--- src/rtl/bus_control_unit.sv ---
// bus_control_unit: arbitrates the external bus between prefetch and EU and sequences each bus cycle
module bus_control_unit #(
  parameter int ADDRESS_WIDTH = 20
) (
  input  logic                     clk,
  input  logic                     reset,
  input  logic                     pf_request,
  input  logic [ADDRESS_WIDTH-1:0] pf_address,
  input  logic                     pf_flush,
  output logic                     pf_push,
  output logic                     pf_single,
  input  logic [2:0]               eu_command,
  input  logic [ADDRESS_WIDTH-1:0] eu_address,
  input  logic                     eu_word,
  input  logic [15:0]              eu_write_data,
  output logic                     eu_done,
  output logic [15:0]              eu_read_data,
  input  logic                     readyb,
  input  logic [15:0]              data_in,
  output logic [ADDRESS_WIDTH-1:0] address_out,
  output logic [15:0]              data_out,
  output logic [3:0]               bus_status,
  output logic                     bus_upper_byte_enable
);
  typedef enum logic [1:0] {IDLE, PREFETCH, EU_FIRST, EU_SECOND} state_t;
  state_t state_q, state_d;
  logic [ADDRESS_WIDTH-1:0] addr_q, addr_d;
  logic [3:0] status_q, status_d;
  logic [15:0] dout_q, dout_d;
  logic ube_q, ube_d, split_q, split_d, odd_q, odd_d, single_q, single_d, flush_q, flush_d;
  logic [7:0] hi_q, hi_d, lo_q, lo_d;
  logic eu_valid;
  logic [3:0] eu_status;
  assign eu_valid = eu_command inside {3'd1, 3'd2, 3'd3, 3'd4};
  assign eu_status = eu_command == 3'd2 ? 4'b1010 : eu_command == 3'd3 ? 4'b0101 :
                     eu_command == 3'd4 ? 4'b0110 : 4'b1001;
  always_comb begin
    state_d = state_q;
    addr_d = addr_q;
    status_d = status_q;
    dout_d = dout_q;
    ube_d = ube_q;
    split_d = split_q;
    odd_d = odd_q;
    single_d = single_q;
    flush_d = flush_q;
    hi_d = hi_q;
    lo_d = lo_q;
    case (state_q)
      IDLE:
        if (eu_valid) begin
          state_d = EU_FIRST;
          addr_d = eu_address;
          status_d = eu_status;
          ube_d = eu_word | eu_address[0];
          split_d = eu_word & eu_address[0];
          odd_d = eu_address[0];
          hi_d = eu_write_data[15:8];
          dout_d = eu_address[0] ? {eu_write_data[7:0], 8'h00} :
                   eu_word ? eu_write_data : {8'h00, eu_write_data[7:0]};
        end else if (pf_request) begin
          state_d = PREFETCH;
          addr_d = pf_address;
          status_d = 4'b1001;
          ube_d = 1'b1;
          single_d = pf_address[0];
          dout_d = '0;
        end
      PREFETCH: begin
        flush_d = flush_q | pf_flush;
        state_d = readyb ? PREFETCH : IDLE;
      end
      EU_FIRST:
        if (!readyb) begin
          state_d = split_q ? EU_SECOND : IDLE;
          lo_d = data_in[15:8];
          addr_d = split_q ? addr_q + ADDRESS_WIDTH'(1) : addr_q;
          ube_d = 1'b0;
          dout_d = split_q ? {8'h00, hi_q} : dout_q;
        end
      default: state_d = readyb ? EU_SECOND : IDLE;
    endcase
    if (state_d == IDLE) begin
      status_d = 4'hF;
      ube_d = 1'b0;
      flush_d = 1'b0;
    end
  end
  always_ff @(posedge clk) begin
    if (reset) begin
      state_q <= IDLE;
      addr_q <= '1;
      status_q <= 4'hF;
      dout_q <= '0;
      ube_q <= 1'b0;
      split_q <= 1'b0;
      odd_q <= 1'b0;
      single_q <= 1'b0;
      flush_q <= 1'b0;
      hi_q <= '0;
      lo_q <= '0;
    end else begin
      state_q <= state_d;
      addr_q <= addr_d;
      status_q <= status_d;
      dout_q <= dout_d;
      ube_q <= ube_d;
      split_q <= split_d;
      odd_q <= odd_d;
      single_q <= single_d;
      flush_q <= flush_d;
      hi_q <= hi_d;
      lo_q <= lo_d;
    end
  end
  assign pf_push = state_q == PREFETCH && !readyb && !flush_q;
  assign pf_single = state_q == PREFETCH && single_q;
  assign eu_done = ((state_q == EU_FIRST && !split_q) || state_q == EU_SECOND) && !readyb;
  assign eu_read_data = !eu_done ? 16'h0000 :
                        state_q == EU_SECOND ? {data_in[7:0], lo_q} :
                        odd_q ? {8'h00, data_in[15:8]} :
                        ube_q ? data_in : {8'h00, data_in[7:0]};
  assign address_out = addr_q;
  assign data_out = dout_q;
  assign bus_status = status_q;
  assign bus_upper_byte_enable = ube_q;
endmodule

--- config.mk ---
export PLATFORM = sky130hd
export DESIGN_NAME = bus_control_unit
export DESIGN_NICKNAME = d
export VERILOG_FILES = /design/src/rtl/bus_control_unit.sv
export SDC_FILE = /design/constraint.sdc
export NUM_CORES = 1
export LEC_CHECK = 0
export CAP_MARGIN = 5
export CORE_UTILIZATION = 47
export DETAILED_ROUTE_END_ITERATION = 12
export HOLD_SLACK_MARGIN = 0.1
export PLACE_DENSITY = 0.86
export SLEW_MARGIN = 20
export SYNTH_ARGS = -nofsm -noshare
export SYNTH_HDL_FRONTEND = slang
export SYNTH_SLANG_ARGS = --single-unit
--- constraint.sdc ---
create_clock -name clk -period 4.6 [get_ports clk]
set_input_delay 1.15 -clock clk [delete_from_list [all_inputs] [get_ports clk]]
set_output_delay 1.15 -clock clk [all_outputs]
set_load 0.01 [all_outputs]
==> results_dict.tcl, run 1 <==
set metrics [dict create \
    cts_tree "yes" \
    hp-start "hi_q[4]$_SDFFE_PP0P_" \
    cap_violations 0 \
    required_ns 3.45 \
    die_area_mm2 0.007808 \
    finalSetupViolCount 0 \
    grt_pass1_wl_mm 17.55 \
    critical_path.max_fanout 17 \
    drive_above_1_share_pct 6.261 \
    hold_path_depth 2 \
    cp.arrival_ns 3.01 \
    crit_path_end_kind "output pin" \
    clock.fmax_mhz 240.1 \
    swShare_pct 34.05 \
    muxShareOfSynthArea_pct 8.637 \
    grt_pass1_vias 3769 \
    num_antenna_cells 0 \
    clockBufferDepth 2 \
    num_vias 3999 \
    num_rows 31 \
    ir_worst_vdd_mv 0.1934 \
    syn_area_mm2 0.003506 \
    slew-limit-headroom_pct 29.47 \
    area_growth_pct 48.00 \
    h-tree-depth 3 \
    synth_top_cell_by_area "dfxtp_1" \
    synth.distinct_cells 49 \
    seq_area_frac_synth_pct 35.97 \
    p_leak_uw 0.001956 \
    final.setup.tns_ns 0 \
    nNetsFinal 652 \
    synthAdderAreaFrac_pct 0.3569 \
    grt_max_degree 44 \
    synthArstFlopShare_pct 0 \
    postSynthAreaPerCell_um2 7.914 \
    synthFlopType "dfxtp_1" \
    yosys.area_share.simple_pct 21.91 \
    reg2regPathDepth 6 \
    crit_family "buffers and inverters" \
    place.port_buffers 140 \
    grt_usage_pct 28.91 \
    synth_nets 525 \
    finClkSkew_ns 0.01404 \
    final-hold-violation-count 0 \
    cts_setup_buffers 0 \
    min_period_ns 4.164 \
    coreArea_mm2 0.007214 \
    min_path_type "flip-flop to flip-flop" \
    synth_common_cells "64 x nand2_1, 63 x dfxtp_1, 46 x nor2_1, 32 x a21oi_1, 28 x mux2i_1" \
    slowest_stage "clkdlybuf4s50_1" \
    start_kind "primary input" \
    synth_xor_area_share_pct 1.178 \
    path_buf_inv 2 \
    worstSkewPairLatency_ns 0.34 \
    synth.most_common_cell "nand2_1" \
    routedWlPerCell_um 16.82 \
    p_int_uw 1229 \
    p_seq_share_pct 36.6 \
    tightest_slew_ns 1.051 \
    cts_sinks 63 \
    cts_root_buf "clkbuf_8" \
    pin_count 141 \
    ys_ff_latch 63 \
    drt_wl_total_mm 11.34 \
    dr.pass1.iters 5 \
    cp.depth 5 \
    ctsHoldBuffers 0 \
    clkTransAtPathRegs_ns 0.08 \
    combPwrFrac_pct 33.9 \
    cp-startpoint "readyb" \
    cp_slowest_stage_delay_ns 0.59 \
    cts_made_buffers 9 \
    start_util_pct 48.60 \
    powerDensity_mw_per_mm2 359.2 \
    synth_top_area_share_pct 35.97 \
    p_clk_share_pct 29.6 \
    synthCells 443 \
    die_y_um 88.37 \
    p_total_uw 1864 \
    drc 0 \
    crit_type "primary input to output pin" \
    antenna_found_initial 0 \
    antenna_left 0 \
    synth-edff-count 0 \
    die_w_um 88.37 \
    gp_congestion 0.8585 \
    rsz0062_at_grt "no" \
    finalMaxSlewViolations 0 \
    via_per_inst 5.933 \
    yosys-top-cells-area "dfxtp_1 36%, mux2i_1 8.0%, nand2_1 6.9%, nor2_1 4.9%, a21oi_1 4.6%" \
    synth_compound_gate_area_share_pct 27.66 \
    hpwl_mm 7.947 \
    crit_chain "clkdlybuf4s50_1 -> nor2_1 -> o21ai_1 -> a211oi_1 -> clkdlybuf4s50_1" \
    synth_top_family_by_area "compound AO/OA/AOI/OAI gates" \
    p_sw_uw 634.6 \
    yosys_warnings 0 \
    cts_resized 0 \
    timing.final.crit_share_pct 90.53 \
    worstReg2RegStart "split_q$_SDFFE_PP0P_" \
    path_common_cell "clkdlybuf4s50_1" \
    status "finished, final reports clean" \
    dr.first_iter.drc_count 221 \
    overflow 0 \
]
==> through the flow <==
| step | area (um^2) | worst slack, ns | hold WS, ns | std cells | util [%] |
|---|---|---|---|---|---|
| after floorplan | 3506 | 1.483 | 0.4364 | 443 | - |
| after global placement | 4965 | 0.5292 | 0.4423 | 658 | 68.82 |
| after detailed placement | 4965 | 0.4529 | 0.4487 | 658 | 68.82 |
| after CTS | 5189 | 0.4256 | 0.4629 | 674 | 71.92 |
| after global routing | 5189 | 0.2933 | 0.4855 | 674 | 71.92 |
| final | 5189 | 0.4358 | 0.4646 | 674 | 71.92 |
==> worst register-to-register path: stages, from the launching register on <==
cell     delay [ns]
dfxtp_1        0.39
nor2b_1        0.37
o21ba_2        0.22
o31a_1         0.39
buf_4          0.25
nand2_1        0.27
o32a_1         0.27
==> cell type report <==
type                    count  area (um^2)
fillers                   590         2026
clock buffers               9        123.9
well taps                  99        123.9
inverters                   5        18.77
multi-input cells         342         2097
repair buffers            149         1464
flip-flops and latches     63         1261
clock inverters             7        100.1
==> layer usage <==
layer	global-route usage, %	routed length, um
met1	34.41	4624
met2	50.56	5849
met3	4.664	699
met4	14.22	164
met5	0	0
==> power by group through the flow <==
stage	sequential, uW	combinational [uW]	clock (uW)
floorplan	689	343	0
finish	681	631	551
global route	689	685	583
global placement	687	609	0
CTS	678	627	556
detailed placement	690	624	0
==> registers in the layout, indices dropped and copies added (netlist names) <==
register               count
state_q                    2
odd_q                      1
address_out               20
flush_q                    1
hi_q                       8
data_out                  16
single_q                   1
bus_upper_byte_enable      1
lo_q                       8
split_q                    1
bus_status                 4
==> worst paths after layout <==
path / to / slack (ns)
worst min-delay path: hi_q[4]$_SDFFE_PP0P_ / 0.46
worst max-delay path: eu_read_data[7] / 0.44
worst min register to register: hi_q[4]$_SDFFE_PP0P_ / 0.46
worst max register to register: address_out[2]$_SDFFE_PP1P_ / 2.32
==> kinds of logic after synthesis <==
kind of cell / Yosys count
AOI/OAI and AO/OA: 139
xor gates and xnor gates: 3
adders and majority gates: 1
buffers and inverters: 38
DFF: 63
muxes: 30
and+or+nand+nor: 169
==> placed cells by master (no fill, tap or decap), drive strengths merged, types with 2 or more instances in the layout <==
| master | synthesis | layout |
|---|---|---|
| clkdlybuf4s50 | 0 | 139 |
| nand2 | 64 | 64 |
| dfxtp | 63 | 63 |
| nor2 | 47 | 47 |
| a21oi | 32 | 32 |
| mux2i | 28 | 28 |
| o21ai | 27 | 27 |
| nand3 | 15 | 15 |
| nor3 | 12 | 12 |
| a31oi | 12 | 12 |
| o32a | 12 | 12 |
| buf | 8 | 10 |
| a22oi | 9 | 9 |
| a211oi | 9 | 9 |
| a221oi | 9 | 9 |
| clkbuf | 25 | 9 |
| inv | 5 | 9 |
| and3 | 8 | 8 |
| o2bb2ai | 8 | 8 |
| a2bb2oi | 6 | 6 |
| nor4 | 4 | 4 |
| nand2b | 4 | 4 |
| and4 | 4 | 4 |
| nand4 | 4 | 4 |
| o211ai | 3 | 3 |
| nor2b | 3 | 3 |
| mux2 | 2 | 2 |
| a32oi | 2 | 2 |
| bufinv | 0 | 2 |
| xnor2 | 2 | 2 |
Note: power is estimated with default switching activity, not from simulation.
==> inputs of run 2 (changes only) <==
--- a/config.mk
+++ b/config.mk
@@ -10,6 +10,7 @@
 export DETAILED_ROUTE_END_ITERATION = 12
 export HOLD_SLACK_MARGIN = 0.1
 export PLACE_DENSITY = 0.86
+export SKIP_CTS_REPAIR_TIMING = 1
 export SLEW_MARGIN = 20
 export SYNTH_ARGS = -nofsm -noshare
 export SYNTH_HDL_FRONTEND = slang
==> results of run 2 <==
The final DEF is identical to that of run 1; final timing and power are the same.
==> inputs of run 3 (changes only) <==
--- a/config.mk
+++ b/config.mk
@@ -10,7 +10,6 @@
 export DETAILED_ROUTE_END_ITERATION = 12
 export HOLD_SLACK_MARGIN = 0.1
 export PLACE_DENSITY = 0.86
-export SKIP_CTS_REPAIR_TIMING = 1
 export SLEW_MARGIN = 20
 export SYNTH_ARGS = -nofsm -noshare
 export SYNTH_HDL_FRONTEND = slang
==> results of run 3 <==
The final DEF is identical to that of run 1; final timing and power are the same.
==> RTL change, RTL diff (flow settings as in run 1) <==
Reset style: asynchronous (`reset`), changed in one clocked block.
--- a/src/rtl/bus_control_unit.sv
+++ b/src/rtl/bus_control_unit.sv
@@ -86,7 +86,7 @@
       flush_d = 1'b0;
     end
   end
-  always_ff @(posedge clk) begin
+  always_ff @(posedge clk or posedge reset) begin
     if (reset) begin
       state_q <= IDLE;
       addr_q <= '1;
Check against the original RTL: differs if reset is asserted again (counterexample within 4 cycles, from zero or initial values and one cycle with reset high); with reset held inactive, the same outputs for 4 cycles.
==> RTL change against run 1 <==
Area after synthesis up 6.5%. Design area up 4.1%. Global-route usage down 2.2 points. Routed wire length down 3.3%. Worst setup slack worse by 42 ps. Sequential cell count unchanged. First-iteration DRC count down 14%. Clock skew about the same. Register-to-register slack worse by 120 ps. Critical endpoint unchanged. Largest cell class unchanged. Highest routed layer unchanged.
Power is not compared: it rests on default switching activity, and its combinational part moved more than twofold at a synthesized area within 25%.
==> RTL change: results (changes against run 1) <==
| Metric | Value |
|---|---|
| Status | finished clean |
| Synthesized area per cell | 9.04 um^2 (+14%) |
| Worst r2r src | state_q[1] |
| Top post-synthesis cells by area | dfrtp_1 (26%), dfstp_2 (17%), mux2_2 (6.9%), nor2_1 (5.4%), nand2_1 (4.7%) |
| Final HPWL DP | 7690 um (-3.3%) |
| Worst hold slack | 489 ps (+24.7 ps) |
| Placed insts | 635 (-3.5%) |
| Synth Area in Adders | 0.00335 (-0.000217) |
| DRT iter0 DRCs | 191 (-14%) |
| XOR/XNOR share of the synthesized area | 0.00905 (-0.00273) |
| Top post-synthesis cells by count | nor2_1 (54), nand2_1 (47), dfrtp_1 (39), nand3_1 (27), a21oi_1 (26) |
| Proportion of synthesized area in mux cells | 0.107 (+0.0206) |
| Initial DRT Pass Iterations | 4 (-1) |
| Fillers | 632 (+7.1%) |
| Worst Tran Pin Value | 1060 ps (+4.37 ps) |
| Vias in the first global route | 3682 (-2.3%) |
| Initial antenna violation count | 0 (unchanged) |
| GR Util All Layers | 0.267 (-0.0225) |
| Hold endpoint | bus_status[3] |
| Gp weighted congestion | 0.876 (+2.1%) |
| Met1 Use GR | 0.345 (+0.000494) |
| Ys async rst share | 1.00 (+1.00) |
| Met2 WL | 5450 um (-6.8%) |
| Drt wl/cell | 16.8 um (+0.13%) |
| Pre-CTS setup slack | 414 ps (-38.7 ps) |
| Largest net degree at the start of global routing | 55 (+25%) |
| Syn Nets | 495 (-5.7%) |
| Via count | 3806 (-4.8%) |
| Post-synthesis sequential area ratio | 0.430 (+0.0707) |
| GR Util met3 | 0.0360 (-0.0106) |
| CP Data Arrival Time | 3060 ps (+50 ps) |
| Wire length on met1 | 4660 um (+0.82%) |
| Grt met2 use | 0.453 (-0.0523) |
| Nets | 626 (-4.0%) |
| First-pass GRT wire length | 17700 um (+0.59%) |
| FF-to-FF End | data_out[6] |
| Fin Clk Skew | 14.1 ps (+0.105 ps) |
| Routed wl met3 | 632 um (-9.6%) |
| Min-delay src | bus_status[3] |
| Final Non-Filler Cells | 651 (-3.4%) |
| Period utilisation layout | 0.914 (+0.00914) |
| Flop2flop setup slack | 2200 ps (-120 ps) |
| Compound-Gate Fraction of Synth Area | 0.214 (-0.0624) |
| Share of cells above drive strength 1 | 0.144 (+0.0813) |
| TritonCTS Buffers | 9 (unchanged) |
| Synth cell types | 56 (+14%) |
| Placed cell area | 5190 um^2 (+4.6%) |
RTL change: cell types whose count changed after synthesis, moves of 15 or more:
cell	before	now
o21ai_0	26	11
dfrtp_1	0	39
nand2_1	64	47
dfstp_2	0	24
dfxtp_1	63	0
mux2_2	2	23
RTL change: worst max-delay path, stage by stage:
cell             delay, ps
clkdlybuf4s50_1        510
nor2_1                 130
o21ai_1                350
a211oi_1               320
clkdlybuf4s50_1        580
RTL change: cell type report:
| cell class | instances | area [um^2] | share of cell area |
|---|---|---|---|
| clock buffers | 11 | 151 | 0.0280 |
| clock inverters | 5 | 56.3 | 0.0104 |
| inverters | 6 | 23.8 | 0.00440 |
| multi-input cells | 316 | 1970 | 0.365 |
| flip-flops and latches | 63 | 1610 | 0.297 |
| well taps | 102 | 128 | 0.0236 |
| repair buffers | 148 | 1460 | 0.271 |
RTL change: power breakdown:
part,total [uW],internal (uW),switching [uW]
combinational,1740,873,871
sequential,1170,906,264
clock,503,278,225
